==> src/rtl/instr_fetch_unit_pkg.sv <==
// Shared fetch-stage definitions: FSM encoding, opcode field position, widths.
// Pure declarations, no logic.
package instr_fetch_unit_pkg;

  localparam int INSTR_W    = 32;
  localparam int OPC_MSB    = 31;
  localparam int OPC_LSB    = 26;
  localparam int OPC_W      = OPC_MSB - OPC_LSB + 1;
  localparam int PC_INC     = 4;
  localparam int WAIT_CNT_W = 8;

  typedef enum logic [1:0] {
    S_RESET = 2'd0,
    S_FETCH = 2'd1,
    S_WAIT  = 2'd2,
    S_ISSUE = 2'd3
  } fetch_state_t;

endpackage

==> src/rtl/instr_fetch_unit_pc_next_calc.sv <==
// Next-PC adder: pc+4, plus sign-extended word offset when the branch is taken.
// Purely combinational (0 cycles), no flow control.
module pc_next_calc
  import instr_fetch_unit_pkg::*;
#(
  parameter int ADDR_W = 32
) (
  input  logic [ADDR_W-1:0] pc,
  input  logic              taken,
  input  logic [15:0]       imm,
  output logic [ADDR_W-1:0] pc_plus4,
  output logic [ADDR_W-1:0] next_pc
);

  logic [ADDR_W-1:0] offset;

  always_comb begin
    pc_plus4 = pc + ADDR_W'(PC_INC);
    offset   = {{(ADDR_W-16){imm[15]}}, imm} << 2;
    next_pc  = pc_plus4 + (taken ? offset : '0);
  end

endmodule

==> src/rtl/instr_fetch_unit.sv <==
// PC + fetch FSM issuing one instruction per FETCH/WAIT/ISSUE round; optional perf counters under IFU_PERF_EN.
// Latency >= 3 cycles per instruction; stalls in ISSUE while instr_ready is low, retries fetch on memory timeout.
module instr_fetch_unit
  import instr_fetch_unit_pkg::*;
#(
  parameter int                 ADDR_W   = 32,
  parameter logic [ADDR_W-1:0]  RESET_PC = '0,
  parameter int                 MAX_WAIT = 15
) (
  input  logic                clk,
  input  logic                rst_n,
  output logic                imem_req,
  output logic [ADDR_W-1:0]   imem_addr,
  input  logic [INSTR_W-1:0]  imem_rdata,
  input  logic                imem_rvalid,
  output logic [INSTR_W-1:0]  instr,
  output logic [OPC_W-1:0]    opcode,
  output logic                instr_valid,
  input  logic                instr_ready,
  output logic [ADDR_W-1:0]   pc_out,
  output logic [ADDR_W-1:0]   pc_plus4,
  input  logic                branch,
  input  logic                zero,
  input  logic [15:0]         branch_imm,
  output logic                fetch_err,
  output logic [31:0]         perf_retired,
  output logic [31:0]         perf_taken
);

  localparam logic [ADDR_W-1:0]     PC_RST   = RESET_PC & ~ADDR_W'(3);
  localparam logic [WAIT_CNT_W-1:0] WAIT_MAX = WAIT_CNT_W'(MAX_WAIT);

  fetch_state_t           state_q, state_d;
  logic [ADDR_W-1:0]      pc_q, pc_d;
  logic                   imem_req_q, imem_req_d;
  logic [ADDR_W-1:0]      imem_addr_q, imem_addr_d;
  logic [INSTR_W-1:0]     instr_q, instr_d;
  logic                   instr_valid_q, instr_valid_d;
  logic                   fetch_err_q, fetch_err_d;
  logic [WAIT_CNT_W-1:0]  wait_cnt_q, wait_cnt_d, wait_inc;
  logic                   xfer, taken;
  logic [ADDR_W-1:0]      next_pc;

  assign xfer  = instr_valid_q & instr_ready;
  assign taken = branch & zero;

  pc_next_calc #(.ADDR_W(ADDR_W)) u_pc_next (
    .pc       (pc_q),
    .taken    (taken),
    .imm      (branch_imm),
    .pc_plus4 (pc_plus4),
    .next_pc  (next_pc)
  );

  always_comb begin
    state_d       = state_q;
    pc_d          = pc_q;
    imem_req_d    = imem_req_q;
    imem_addr_d   = imem_addr_q;
    instr_d       = instr_q;
    instr_valid_d = instr_valid_q;
    fetch_err_d   = 1'b0;
    wait_cnt_d    = wait_cnt_q;
    wait_inc      = wait_cnt_q + 1'b1;
    case (state_q)
      S_RESET: state_d = S_FETCH;
      S_FETCH: begin
        imem_req_d  = 1'b1;
        imem_addr_d = pc_q;
        wait_cnt_d  = '0;
        state_d     = S_WAIT;
      end
      S_WAIT: begin
        // A response on the timeout cycle still counts; the timeout only fires without one.
        if (imem_rvalid) begin
          instr_d       = imem_rdata;
          imem_req_d    = 1'b0;
          instr_valid_d = 1'b1;
          state_d       = S_ISSUE;
        end else begin
          wait_cnt_d = wait_inc;
          if (wait_inc == WAIT_MAX) begin
            fetch_err_d = 1'b1;
            imem_req_d  = 1'b0;
            state_d     = S_FETCH;
          end
        end
      end
      S_ISSUE: begin
        if (xfer) begin
          pc_d          = next_pc;
          instr_valid_d = 1'b0;
          state_d       = S_FETCH;
        end
      end
      default: state_d = S_RESET;
    endcase
  end

  always_ff @(posedge clk or negedge rst_n) begin
    if (!rst_n) begin
      state_q       <= S_RESET;
      pc_q          <= PC_RST;
      imem_req_q    <= 1'b0;
      imem_addr_q   <= '0;
      instr_q       <= '0;
      instr_valid_q <= 1'b0;
      fetch_err_q   <= 1'b0;
      wait_cnt_q    <= '0;
    end else begin
      state_q       <= state_d;
      pc_q          <= pc_d;
      imem_req_q    <= imem_req_d;
      imem_addr_q   <= imem_addr_d;
      instr_q       <= instr_d;
      instr_valid_q <= instr_valid_d;
      fetch_err_q   <= fetch_err_d;
      wait_cnt_q    <= wait_cnt_d;
    end
  end

`ifdef IFU_PERF_EN
  logic [31:0] perf_retired_q, perf_retired_d;
  logic [31:0] perf_taken_q, perf_taken_d;

  always_comb begin
    perf_retired_d = perf_retired_q + {31'd0, xfer};
    perf_taken_d   = perf_taken_q + {31'd0, xfer & taken};
  end

  always_ff @(posedge clk or negedge rst_n) begin
    if (!rst_n) begin
      perf_retired_q <= '0;
      perf_taken_q   <= '0;
    end else begin
      perf_retired_q <= perf_retired_d;
      perf_taken_q   <= perf_taken_d;
    end
  end

  assign perf_retired = perf_retired_q;
  assign perf_taken   = perf_taken_q;
`else
  assign perf_retired = '0;
  assign perf_taken   = '0;
`endif

  assign imem_req    = imem_req_q;
  assign imem_addr   = imem_addr_q;
  assign instr       = instr_q;
  assign opcode      = instr_q[OPC_MSB:OPC_LSB];
  assign instr_valid = instr_valid_q;
  assign pc_out      = pc_q;
  assign fetch_err   = fetch_err_q;

endmodule

==> config.mk <==
export PLATFORM = sky130hd
export DESIGN_NAME = instr_fetch_unit
export DESIGN_NICKNAME = d
export VERILOG_FILES = /design/src/rtl/instr_fetch_unit_pkg.sv /design/src/rtl/instr_fetch_unit_pc_next_calc.sv /design/src/rtl/instr_fetch_unit.sv
export SDC_FILE = /design/constraint.sdc
export NUM_CORES = 1
export LEC_CHECK = 0
export CORE_MARGIN = 2
export CORE_UTILIZATION = 46
export CTS_CLUSTER_SIZE = 20
export DETAILED_ROUTE_END_ITERATION = 7
export PLACE_DENSITY = 0.82
export SYNTH_ARGS = -nofsm -noshare
export SYNTH_HDL_FRONTEND = slang
export SYNTH_SLANG_ARGS = --single-unit
==> constraint.sdc <==
create_clock -name clk -period 3.85 [get_ports clk]
set_input_delay 0.385 -clock clk [delete_from_list [all_inputs] [get_ports clk]]
set_output_delay 0.385 -clock clk [all_outputs]
set_load 0.005 [all_outputs]
Word-level counts from Yosys, hierarchy flattened
Cells that the tools add are included.
Cells by class
  add/sub/neg operators: 3
  equal/unequal tests: 8
  multiplexer cells: 16
  bitwise operators: 2
  reduce and logical (&&, ||, !) cells: 9
Operators by type and width (number)
  $add 32x3->32 const B: 1
  $add 32x32->32: 1
  $mux 32: 1
  $pmux 8 s2: 1
  $reduce_and 2->1: 5
  $add 8x1->8 const B: 1
  $eq 8x4->1 const B: 1
  $mux 8: 1
  $pmux 2 s4: 1
  $mux 1: 7
  $mux 2: 3
  $ne 2x2->1 const B: 3
  $eq 2x2->1 const B: 2
  $pmux 1 s2: 2
  $reduce_bool 2->1: 2
  $ne 3x3->1 const B: 1
  $reduce_and 3->1: 1
  $and 1x1->1: 2
  $eq 2x1->1 const B: 1
  $logic_not 2->1: 1
Word-level totals
  register bits after elaboration: 109
  bits of input ports: 54
  output and inout bits: 201
  word-level logic and storage cells: 46

Depth between registers and ports, before layout
  depth in word-level cells: 5
  depth in mapped cells: 15
  gate-level depth less buffers: 13

Hierarchy
Synthesis repeated with hierarchy kept, for this count alone.
Unflattened totals
  cells, all modules: 696
  area, all modules: 7209.4 µm²
By module, submodules not included
  instr_fetch_unit: times used 1, cells an instance 357, area each 4868.4 µm², seq. area each 2727.6 µm²
  pc_next_calc: times used 1, cells an instance 339, area each 2341.0 µm², seq. area each 0.0 µm²

Worst setup path before layout
Ideal clock, no wire load.
  path type: register -> register
  start point: register pc_q[12], in the netlist pc_out[12]
  end point: register pc_q[31], in the netlist pc_out[31]
  setup time: 90 ps
  data arrival time: 3238 ps
  data required time: 3760 ps
  slack: 522 ps
  stages on the path, launching flop included: 15
  path buffers: 1
  period minus slack after synthesis: 3328 ps
  path through: dfrtp_1 -> and4_1 -> and2_1 -> nand3_1 -> nor3_1 -> nand3_1 -> xnor2_1 -> ha_1 -> buf_2 -> a21o_1 -> a31oi_4 -> o2bb2ai_1 -> or4_1 -> o31a_1 -> o2111ai_1
Between the ends
  longest elaborated chain between the ends: 2
RTL lines
  start, declared: RTL line instr_fetch_unit.sv:34  | logic [ADDR_W-1:0] pc_q, pc_d;
  start signal, assigned: RTL line instr_fetch_unit.sv:112  | pc_q <= pc_d;
  $add 32x3->32: RTL line instr_fetch_unit_pc_next_calc.sv:18  | pc_plus4 = pc + ADDR_W'(PC_INC);
  net pc_plus4[24]: RTL line instr_fetch_unit.sv:21  | output logic [ADDR_W-1:0] pc_plus4,
  $add 32x32->32: RTL line instr_fetch_unit_pc_next_calc.sv:20  | next_pc = pc_plus4 + (taken ? offset : '0);
The timed path passes the listed nets, and every way through them passes these cells.
A chain may end at the register's enable or synchronous reset.

Final worst setup path
  start point: register pc_q[15], in the netlist pc_out[15]
  end point: register pc_q[31], in the netlist pc_out[31]
Between the ends
  longest elaborated chain between the ends: 2
RTL lines (RTL line)
  $add 32x3->32: instr_fetch_unit_pc_next_calc.sv:18
  $add 32x32->32: instr_fetch_unit_pc_next_calc.sv:20
Every way passes these cells.

==> flow_metrics.py <==
metrics = {
    "status": {
        "status": "finished clean",
    },
    "synthesis": {
        "ys_seq_elements": 105,
        "syn_area_um2": 7160,
        "yosysSeqAreaShare": 0.367,
        "synth_top_flop_cell": "dfrtp_1",
        "synth_cells": 761,
        "synth.avg_cell_area_um2": 9.40,
        "async_reset_ff_frac": 1.00,
        "synth_edf_count": 0,
        "synth_warnings": 0,
        "yosysUniqueCellTypes": 64,
    },
    "cells_and_area": {
        "fillCellCount": 1289,
        "layout-drive-gt1-share": 0.131,
        "diodes": 0,
        "stdcell_area_um2": 9330,
        "final_common_cell": "clkdlybuf4s50_1",
        "syn2layout_area_growth_pct": 30.3,
        "finalNetCount": 1036,
        "final_cell_mix": "clkdlybuf4s50_1, dfrtp_1, nand2_1, conb_1, mux2_2",
    },
    "die": {
        "die_h_um": 129,
        "io_pins": 255,
        "core-area_um2": 15200,
        "start_util": 0.471,
        "die_x_um": 129,
        "dieArea_um2": 16600,
        "rows": 45,
    },
    "route": {
        "vias": 6398,
        "drtIter0Drc": 490,
        "drc_errors": 0,
        "drt-pass1-iter-count": 5,
        "drt_wl_total_um": 20800,
        "viasPerCell": 5.63,
        "antenna_left": 0,
        "post_drt_wl_per_cell_um": 18.3,
    },
    "clock_network": {
        "h-tree-depth": 3,
        "cts_root_buf": "clkbuf_16",
        "cts_tree": "done",
        "post_cts_buffers": 0,
        "insertion_delay_ps": 360,
        "numCtsBuffers": 9,
        "cts.sinks": 105,
        "clkTransAtPathRegs_ps": 80,
        "max-clock-path-buffers": 2,
    },
    "placement": {
        "routabilityCongestion": 0.995,
        "io_buffers": 184,
        "hpwl_um": 15900,
        "postPlaceCellArea_um2": 8980,
    },
    "sta": {
        "fmax_ghz": 0.267,
        "rsz0062_at_grt": "yes",
        "slew_viol_final": 0,
        "finalHoldViolations": 0,
        "final.setup_skew_ps": 11.5,
        "worstMarginPinSlew_ps": 735,
        "period_needed_ps": 3740,
        "maxSlewHeadroom": 0.510,
        "setup_viol": 0,
        "hold_ws_ps": 506,
        "fin_crit_sh": 0.971,
    },
    "critical_path": {
        "required_ps": 4120,
        "cp_cell_sequence": "and4_1 -> and2_1 -> nand3_1 -> nor2_2 -> nand2_1 -> xnor2_1 -> ha_1 -> a21o_1 -> a31oi_4 -> o2bb2ai_1 -> or4_1 -> o31a_1 -> o2111ai_1",
        "cp-end-kind": "flop",
        "critical_path_buf_inv_count": 0,
        "cp.arrival_ps": 4010,
        "cpMaxStageDelayCell": "or4_1",
        "cp_max_fo": 11,
        "slowest_delay_ps": 500,
        "crit_type": "flop to flop",
        "crit_family": "simple AND/OR/NAND/NOR gates",
        "start_kind": "flop",
    },
    "global_route": {
        "grt_pass1_wl_um": 31900,
        "first_global_vias": 5967,
        "grt_usage": 0.247,
        "overflow": 0,
        "grt_max_degree": 60,
        "antenna_found_initial": 0,
    },
    "power": {
        "power_density_nw_per_um2": 656,
        "design_power_total_mw": 6.12,
        "peakVddDrop_mv": 0.302,
        "leakage_nw": 4.09,
    },
    "job": {
        "max-cap-violations": 0,
    },
    "hold_path": {
        "min_path_type": "flop to flop",
    },
}
==> cells in the mapped netlist (all sizes together) (3+ instances only) <==
cell	n	area [um^2]
a31o	4	35.0
nand2	74	278
or3	4	30.0
nand2b	3	18.8
a211o	3	26.3
a21o	12	90.1
clkbuf	25	95.1
o21a	7	52.6
xnor2	30	263
inv	16	60.1
mux2i	3	30.0
nor3	16	91.3
and4	5	43.8
a31oi	4	40.0
and3	26	163
o211ai	3	22.5
nor3b	3	22.5
ha	37	463
xor2	13	114
o21bai	3	22.5
mux2	64	721
a2111o	3	33.8
dfrtp	105	2630
nor2	37	139
o31ai	9	67.6
nand3	40	200
nand4	18	113
a21oi	35	175
buf	82	603
o21ai	42	210
==> worst reg2reg max path: cells and delay by family (launching register included) <==
family	cells	cell delay [ps]
AND/OR/NAND/NOR	6	1610
XOR/XNOR	1	210
adder cells (fa/ha/maj)	1	420
flip-flops	1	430
AO/OA/AOI/OAI	5	980
==> per-stage QoR <==
stage                     utilization  worst slack, ps  setup TNS (ps)  instances
after floorplan                     -              522               0        830
after global placement          0.591              298               0       1120
after detailed placement        0.591              162               0       1120
after CTS                       0.611              135               0       1137
after global routing            0.613            -68.7            -136       1137
final                           0.613              110               0       1137
==> cell families (layout without fill, tap and decap cells) <==
kind of cell               after synthesis  count (layout)  share of synthesized area
DFF                                    105             105                      0.367
muxes                                   67              67                      0.105
and+or+nand+nor                        234             234                      0.161
buffers and inverters                  123             242                      0.106
AOI/OAI and AO/OA                      150             150                      0.140
xor gates and xnor gates                43              43                     0.0526
adders and majority gates               38              38                     0.0675
other                                    1              70                   0.000524
==> state kept, by name, summed over array words and instances (netlist names) <==
name,flops
fetch_err,1
imem_addr,30
imem_req,1
instr,32
instr_valid,1
pc_out,30
state_q,2
wait_cnt_q,8
==> area by class of cell <==
cell class	instances	area (um^2)	area share
Multi-Input combinational cell	602	4060	0.436
Sequential cell	105	2630	0.282
Timing Repair Buffer	210	2040	0.218
Clock buffer	10	239	0.0256
Tap cell	188	235	0.0252
Clock inverter	6	62.6	0.00671
Inverter	16	60.1	0.00644
==> where the power goes <==
| part | switching, mW | internal [mW] | total [mW] |
|---|---|---|---|
| registers | 0.377 | 1.54 | 1.92 |
| logic | 1.44 | 1.84 | 3.27 |
| clock network | 0.459 | 0.473 | 0.932 |
==> metal layers <==
metal	share of wire	vias up	wire length, um	GRT usage
met5	0	-	0	0
met4	0.026	0	550	0.0812
met3	0.082	43	1710	0.0536
met2	0.48	304	10000	0.412
met1	0.41	3097	8500	0.322
li1	-	2954	-	-
==> worst paths after layout <==
kind                       startpoint  cells past startpoint         end  slack [ps]
hold / removal               instr[0]                      1    instr[0]         510
setup / recovery           pc_out[15]                     13  pc_out[31]         110
max in group asynchronous       rst_n                      3  pc_out[15]        2340
setup reg to reg           pc_out[15]                     13  pc_out[31]         110
hold reg to reg              instr[0]                      1    instr[0]         510
min in group asynchronous       rst_n                      2  pc_out[21]         530
==> timing repair <==
action | in CTS | in global routing
setup endpoints to repair | 0 | 2
hold endpoints to repair | 3 | 0
hold buffers | 1 | 0
gates resized for setup | 0 | 7
Power figures use the tool's default switching activity.
